File: src/rtl/mem_arbiter.sv
// mem_arbiter: grants a single four-bank memory port to either the I-side or
// the D-side cache controller. Ownership is held for as long as the owner keeps
// its req high. Strobes, address and write data of the owner are routed to the
// memory combinationally, and the memory's stall and read data are returned to it.
//
// Optional feature: define ARB_ROUND_ROBIN_EN to resolve simultaneous requests
// in favour of the side that did not own memory last. When it is undefined,
// the D side always wins a tie.
//
// Ports
//   clk                 single clock, rising edge
//   rst                 synchronous active-high reset
//   i_req / d_req       requester wants memory (held for the whole line)
//   i_rd, i_wr          I-side read / write strobes
//   d_rd, d_wr          D-side read / write strobes
//   i_addr, i_wdata     I-side address / write data (16 bits)
//   d_addr, d_wdata     D-side address / write data (16 bits)
//   i_gnt / d_gnt       requester owns memory
//   i_rdata / d_rdata   read data to the owner, 0 to the non-owner
//   i_stall / d_stall   requester must hold its strobes
//   mem_addr, mem_wdata address / write data to memory
//   mem_rd, mem_wr      strobes to memory
//   mem_rdata           read data from memory
//   mem_stall           memory busy
//   err                 sticky protocol error flag
//
// state  | meaning
// IDLE   | nobody owns memory, memory strobes are quiet
// OWN_I  | I side owns memory
// OWN_D  | D side owns memory
module mem_arbiter (
    input  logic        clk,
    input  logic        rst,
    input  logic        i_req,
    input  logic        d_req,
    input  logic        i_rd,
    input  logic        i_wr,
    input  logic        d_rd,
    input  logic        d_wr,
    input  logic [15:0] i_addr,
    input  logic [15:0] i_wdata,
    input  logic [15:0] d_addr,
    input  logic [15:0] d_wdata,
    output logic        i_gnt,
    output logic        d_gnt,
    output logic [15:0] i_rdata,
    output logic [15:0] d_rdata,
    output logic        i_stall,
    output logic        d_stall,
    output logic [15:0] mem_addr,
    output logic [15:0] mem_wdata,
    output logic        mem_rd,
    output logic        mem_wr,
    input  logic [15:0] mem_rdata,
    input  logic        mem_stall,
    output logic        err
);

    typedef enum logic [1:0] {
        IDLE  = 2'b00,
        OWN_I = 2'b01,
        OWN_D = 2'b10
    } state_t;

    state_t state_q;
    state_t state_d;
    state_t tie_win;
    logic   err_q;
    logic   err_d;
    logic   own_i;
    logic   own_d;

    assign own_i = (state_q == OWN_I);
    assign own_d = (state_q == OWN_D);

`ifdef ARB_ROUND_ROBIN_EN
    state_t last_q;

    // Records the side that most recently entered ownership.
    always_ff @(posedge clk) begin
        if (rst) begin
            last_q <= OWN_I;
        end else if ((state_d != IDLE) && (state_d != state_q)) begin
            last_q <= state_d;
        end
    end

    always_comb begin
        tie_win = OWN_D;
        if (last_q == OWN_D) begin
            tie_win = OWN_I;
        end
    end
`else
    assign tie_win = OWN_D;
`endif

    always_ff @(posedge clk) begin
        if (rst) begin
            state_q <= IDLE;
            err_q   <= 1'b0;
        end else begin
            state_q <= state_d;
            err_q   <= err_d;
        end
    end

    // Hand-over goes straight to the waiting side, without an IDLE cycle.
    always_comb begin
        state_d = state_q;
        case (state_q)
            IDLE: begin
                if (i_req && d_req) begin
                    state_d = tie_win;
                end else if (d_req) begin
                    state_d = OWN_D;
                end else if (i_req) begin
                    state_d = OWN_I;
                end
            end
            OWN_I: begin
                if (!i_req) begin
                    if (d_req) state_d = OWN_D;
                    else       state_d = IDLE;
                end
            end
            OWN_D: begin
                if (!d_req) begin
                    if (i_req) state_d = OWN_I;
                    else       state_d = IDLE;
                end
            end
            default: state_d = IDLE;
        endcase
    end

    // A waiting non-owner with req high may hold strobes; that is legal.
    always_comb begin
        err_d = err_q
              | (own_i & i_rd & i_wr)
              | (own_d & d_rd & d_wr)
              | (~i_req & (i_rd | i_wr))
              | (~d_req & (d_rd | d_wr));
    end

    always_comb begin
        i_gnt     = own_i;
        d_gnt     = own_d;
        i_rdata   = 16'h0000;
        d_rdata   = 16'h0000;
        i_stall   = 1'b1;
        d_stall   = 1'b1;
        mem_addr  = 16'h0000;
        mem_wdata = 16'h0000;
        mem_rd    = 1'b0;
        mem_wr    = 1'b0;
        if (own_i) begin
            mem_addr  = i_addr;
            mem_wdata = i_wdata;
            mem_rd    = i_rd;
            mem_wr    = i_wr;
            i_stall   = mem_stall;
            i_rdata   = mem_rdata;
        end else if (own_d) begin
            mem_addr  = d_addr;
            mem_wdata = d_wdata;
            mem_rd    = d_rd;
            mem_wr    = d_wr;
            d_stall   = mem_stall;
            d_rdata   = mem_rdata;
        end
        // Reset kills the strobes immediately, before the state register clears.
        if (rst) begin
            mem_rd = 1'b0;
            mem_wr = 1'b0;
        end
    end

    assign err = err_q;

endmodule

File: config.mk
export PLATFORM = sky130hd
export DESIGN_NAME = mem_arbiter
export DESIGN_NICKNAME = d
export VERILOG_FILES = /design/src/rtl/mem_arbiter.sv
export SDC_FILE = /design/constraint.sdc
export NUM_CORES = 1
export LEC_CHECK = 0
export BUFFER_PORTS_ARGS = -buffer_cell sky130_fd_sc_hd__buf_4
export CAP_MARGIN = 20
export CORE_AREA = 2 2 62 64
export CTS_CLUSTER_SIZE = 8
export DETAILED_ROUTE_END_ITERATION = 12
export DIE_AREA = 0 0 64 66
export HOLD_SLACK_MARGIN = 0.12
export PLACE_DENSITY_LB_ADDON = 0.2
export RECOVER_POWER = 50
export SYNTH_ARGS = -nofsm -noshare
export SYNTH_HDL_FRONTEND = slang
export SYNTH_SLANG_ARGS = --single-unit
File: constraint.sdc
create_clock -name clk -period 1.8 [get_ports clk]
set_clock_uncertainty 0.2 [all_clocks]
set_input_delay 0 -clock clk [delete_from_list [all_inputs] [get_ports clk]]
set_output_delay 0 -clock clk [all_outputs]
set_load 0.02 [all_outputs]
# ---- Word-level counts from Yosys, hierarchy flattened
# Index checks and enable logic that the tools add are counted.
dict set report op_classes {
  reduce_logical 3
  bitwise_logic 14
  n_eq_ne 5
  muxes 24
}
# operator n
set op_table {}
lappend op_table {{2-to-1 mux 16 bit} 7}
lappend op_table {{2-to-1 mux 2 bit} 6}
lappend op_table {{2-to-1 mux 1 bit} 10}
lappend op_table {{AND 1 bit} 6}
lappend op_table {{OR 1 bit} 6}
lappend op_table {{one-hot mux 2 bit (3 select lines)} 1}
lappend op_table {{!= test 2 bit (second input constant)} 2}
lappend op_table {{!= test 4 bit (second input constant)} 1}
lappend op_table {{AND reduction 3 bit} 1}
lappend op_table {{equality test 2 x 1 -> 1 bit (second input constant)} 1}
lappend op_table {{equality test 2 bit (second input constant)} 1}
lappend op_table {{zero test 2 bit} 1}
lappend op_table {{inverter 1 bit} 2}
lappend op_table {{logical AND 1 bit} 1}
dict set report totals {
  word_cells 48
  ff_bits 3
  output_inout_bits 71
  input_bits 89
}

# ---- Longest topological paths before layout
dict set report depth {
  depth_word 7
  depth_mapped 5
  mapped_depth_nobuf 3
}

# ---- Least setup slack after synthesis
# OpenSTA, ideal clock, no wires.
dict set report synth_timing {
  path_kind {flip-flop to output port}
  startpoint {reg state_q[1]}
  endpoint {out mem_rd}
  path_stages_with_launch 6
  t_required_ns 1.600
  path_slack_ns 0.454
  n_path_buf 2
  arrival_time_ns 1.146
  cell_sequence {dfxtp_1 -> nor2b_1 -> buf_2 -> buf_4 -> a22oi_1 -> nor2_1}
}
dict set report synth_via {
  elab_chain_len 4
  elab_cells_between_ends 5
}
# item line_no
set synth_rtl {}
lappend synth_rtl {{from (decl)} 65} ;# state_t state_q;
lappend synth_rtl {{from (signal assigned)} 103} ;# state_q <= state_d;
lappend synth_rtl {{equality test 2 bit} 74} ;# assign own_d = (state_q == OWN_D);
lappend synth_rtl {{2-to-1 mux 1 bit} 164} ;# end else if (own_d) begin
lappend synth_rtl {{2-to-1 mux 1 bit (*)} 157} ;# if (own_i) begin
lappend synth_rtl {{2-to-1 mux 1 bit (*)} 173} ;# if (rst) begin
lappend synth_rtl {{to (decl)} 52} ;# output logic mem_rd,
# Mark *: on every way between the ends. The rest lies on a longest branch, timed or not.

# ---- Final worst setup path
dict set report layout_timing {
  startpoint {reg state_q[0]}
  endpoint {reg state_q[0]}
}
dict set report layout_via {
  elab_chain_len 3
  elab_cells_between_ends 8
}
# item line_no
set layout_rtl {}
lappend layout_rtl {{equality test 2 bit, or another cell as far along} 111} ;# case (state_q)
lappend layout_rtl {{!= test 2 bit (no source line) or != test 4 bit (tied branches)} --}
lappend layout_rtl {{AND reduction 3 bit (no source line)} --}
# Several ways; a longest one is shown, not always the timed one.
# A chain may end at the register's enable or synchronous reset.

==> qor.csv <==
stage;metric;value;unit
synthesis;top post-synthesis cells by count;a22o_1 (32), and2_1 (32), nor2_1 (5);
setup_path;worst r2r dst;state_q[0];
global_route;largest net degree at the start of global routing;43;
routing;Residual DRC;0;
floorplanning;Vert. Die Dim;66;um
power;Seq pwr share;0.105;
power;total leakage power;1.16;nW
setup_path;delay-heaviest family, CP;buffers and inverters;
power;Max IR drop VDD;364;uV
synthesis;warnings from Yosys;0;
setup_path;Max stage delay on crit path;0.54;ns
layout;share of cells above drive strength 1;0.539;
power;Pwr per Cell Area;336;nW/um^2
min_path;Hold Path End;mem_addr[8];
setup_path;CP max-delay cell;dlygate4sd3_1;
global_route;vias in the first global route;1392;
status;outcome;finished clean;
power;Tot Pwr;0.000739;W
timing;Rel. slew slack;0.818;
power;Switching Share;0.383;
setup_path;Setup CP Type;flop to flop;
global_route;GRT Residual Overflow;0;
global_route;global-route wire length before repair;6660;um
power;Logic pwr share;0.720;
timing;RSZ-0062 raised after global routing;no;
setup_path;CP Cell Sequence;nor2b_4 > buf_4 > o211a_1 > dlygate4sd3_1;
layout;Inserted Diodes;0;
routing;vias per cell;4.42;
synthesis;Seq/Total Area, Yosys;0.0786;
setup_path;CP Launch Type;flop;
setup_path;CP Capture Type;flop;
routing;DRT Pass-1 Iters;5;
timing;Final period util;0.945;
synthesis;synth top area cells;a22o_1 (37%), and2_1 (26%), dfxtp_1 (7.9%);
min_path;WHS Path Cells;3;
clock_tree;Clock Path Buffers;2;
routing;antenna viol nets, final;0;
min_path;hold crit path type;primary input to output pin;
layout;layout net count;372;
layout;synth-to-layout area growth;188;%
power;P_sw;0.000283;W
floorplanning;num ports;160;
synthesis;EDFF count, synth;0;
synthesis;Synth cell types;21;
timing;setup_tns;0;ns
setup_path;Reg2Reg Setup Slack;0.1;ns
floorplanning;Die Span X;64;um
synthesis;FF+latch count, synth;3;
synthesis;Synth Cell Area;764;sq um
synthesis;Yosys top cell by area;a22o_1;
global_route;initial antenna violation count;0;
power;clock network power share;0.175;
timing;Peak Freq;588;MHz
synthesis;Top FF cell, synth;dfxtp_1;
timing;Final Hold Viols;0;
synthesis;Syn Nets;190;
floorplanning;row count;22;
timing;Slew Limit Fails;0;
clock_tree;htree depth;1;
routing;drt initial violations;81;
global_route;GRT Total Usage;0.198;
synthesis;Synth top area share;0.367;
routing;DR vias;1458;
place;GP Congestion;0.774;
clock_tree;Clock transition at path regs;0.04;ns
timing;Tightest Pin Transition;0.275;ns
clock_tree;clock root buffer;clkbuf_4;
setup_path;required time worst endpoint;1.73;ns
run;max cap viols;0;
clock_tree;total CTS buffers;3;
setup_path;crit path buf inv count;2;
power;Power Internal;0.000455;W
synthesis;mean post-synth cell area;7.57;sq um
floorplanning;Initial Util;0.215;
min_path;hold wc startpoint;d_addr[8];
setup_path;reg2reg path depth;4;
routing;Routed WL per cell;13.9;um
timing;clock period minus worst slack;1.70;ns
routing;Total Wirelength;4590;um
floorplanning;core area;3550;sq um
setup_path;RR Startpoint;state_q[0];
synthesis;Async S/R FF share, synth;0;
place;hpwl dp;3340;um
synthesis;Syn Inst Count;101;
timing;final setup violation count;0;
setup_path;CP max FO;8;
clock_tree;clock sink count;3;
setup_path;Arrival @ worst endpoint;1.63;ns
place;Port-buffer cells;159;
floorplanning;die area;4220;sq um
clock_tree;CTS tree;yes;
clock_tree;clock latency on the worst-skew pair;0.25;ns
logic make-up (layout without fill, tap and decap cells):
group	after synthesis	after routing	share of synthesized area
AO/OA/AOI/OAI	38	38	0.430
AND/OR/NAND/NOR	47	47	0.365
buffers and inverters	13	194	0.126
flip-flops	3	3	0.0786
through the flow:
step                 util  hold slack (ns)  cell area [sq um]  cells  setup slack, ns
floorplan               -           -0.158                764    101            0.454
global placement    0.556           0.0552               1980    299            0.265
detailed placement  0.556           0.0573               1980    299            0.229
CTS                 0.638            0.120               2270    330           0.0292
global route        0.619            0.133               2200    330           0.0467
finish              0.619            0.118               2200    330           0.0986
worst min-delay path, cell delays in order:
cell    delay (ns)
buf_4         0.08
a22o_1        0.11
buf_4         0.13
power groups by stage:
stage / Sequential [W] / Clock, W / Combinational (W)
after CTS: 0.0000771 / 0.000124 / 0.000544
after detailed placement: 0.0000781 / 0 / 0.000496
after global placement: 0.0000780 / 0 / 0.000496
after global routing: 0.0000784 / 0.000135 / 0.000566
final: 0.0000777 / 0.000129 / 0.000532
after floorplan: 0.0000782 / 0 / 0.000215
worst max path at each step:
stage / from / endpoint / cells past startpoint
after floorplan: state_q[1] / mem_rd / 5
after global placement: state_q[0] / mem_addr[8] / 4
after CTS: state_q[0] / state_q[0] / 4
final: state_q[0] / state_q[0] / 4
after detailed placement: state_q[0] / mem_addr[13] / 4
after global routing: state_q[1] / d_rdata[5] / 4
flip-flops by register name (all words and copies together) (netlist names):
signal / cells
state_q: 2
err: 1
layout by cell type, fill, tap and decap left out:
cell type	count
nor2b_1	1
nand3b_1	1
buf_4	141
dfxtp_2	2
buf_6	1
nor2_1	5
a22oi_1	1
dfxtp_1	1
nor2b_4	2
o41a_1	1
inv_1	1
and2_1	25
clkbuf_4	4
dlygate4sd3_1	25
o22ai_1	1
and3_1	2
a21oi_2	1
a22o_1	32
nand2_1	1
and2_0	7
nand2b_1	2
nand3_1	1
o211a_1	1
clkbuf_1	21
buf_12	1
o21ai_0	1
final cells by class:
type / instances / area, sq um
inverter: 1 / 3.75
timing repair buffer: 189 / 1420
tap: 48 / 60.1
fill: 338 / 1350
multi-input combinational: 85 / 623
clock buffer: 4 / 26.3
sequential: 3 / 62.6
layer usage:
metal | up-vias | global-route usage | routed length, um
met2 | 89 | 0.378 | 2390
li1 | 731 | - | -
met1 | 636 | 0.212 | 1730
met4 | 0 | 0.0516 | 24
met5 | - | 0 | 0
met3 | 2 | 0.0545 | 447
what timing repair did:
| action | CTS | global route |
|---|---|---|
| hold buffers | 25 | 0 |
| buffers inserted | 2 | 0 |
| gates resized for setup | 0 | 3 |
| setup endpoints to repair | 31 | 7 |
| endpoints found under the hold margin | 25 | 0 |
| cloned | 0 | 0 |
Power figures use the tool's default switching activity.
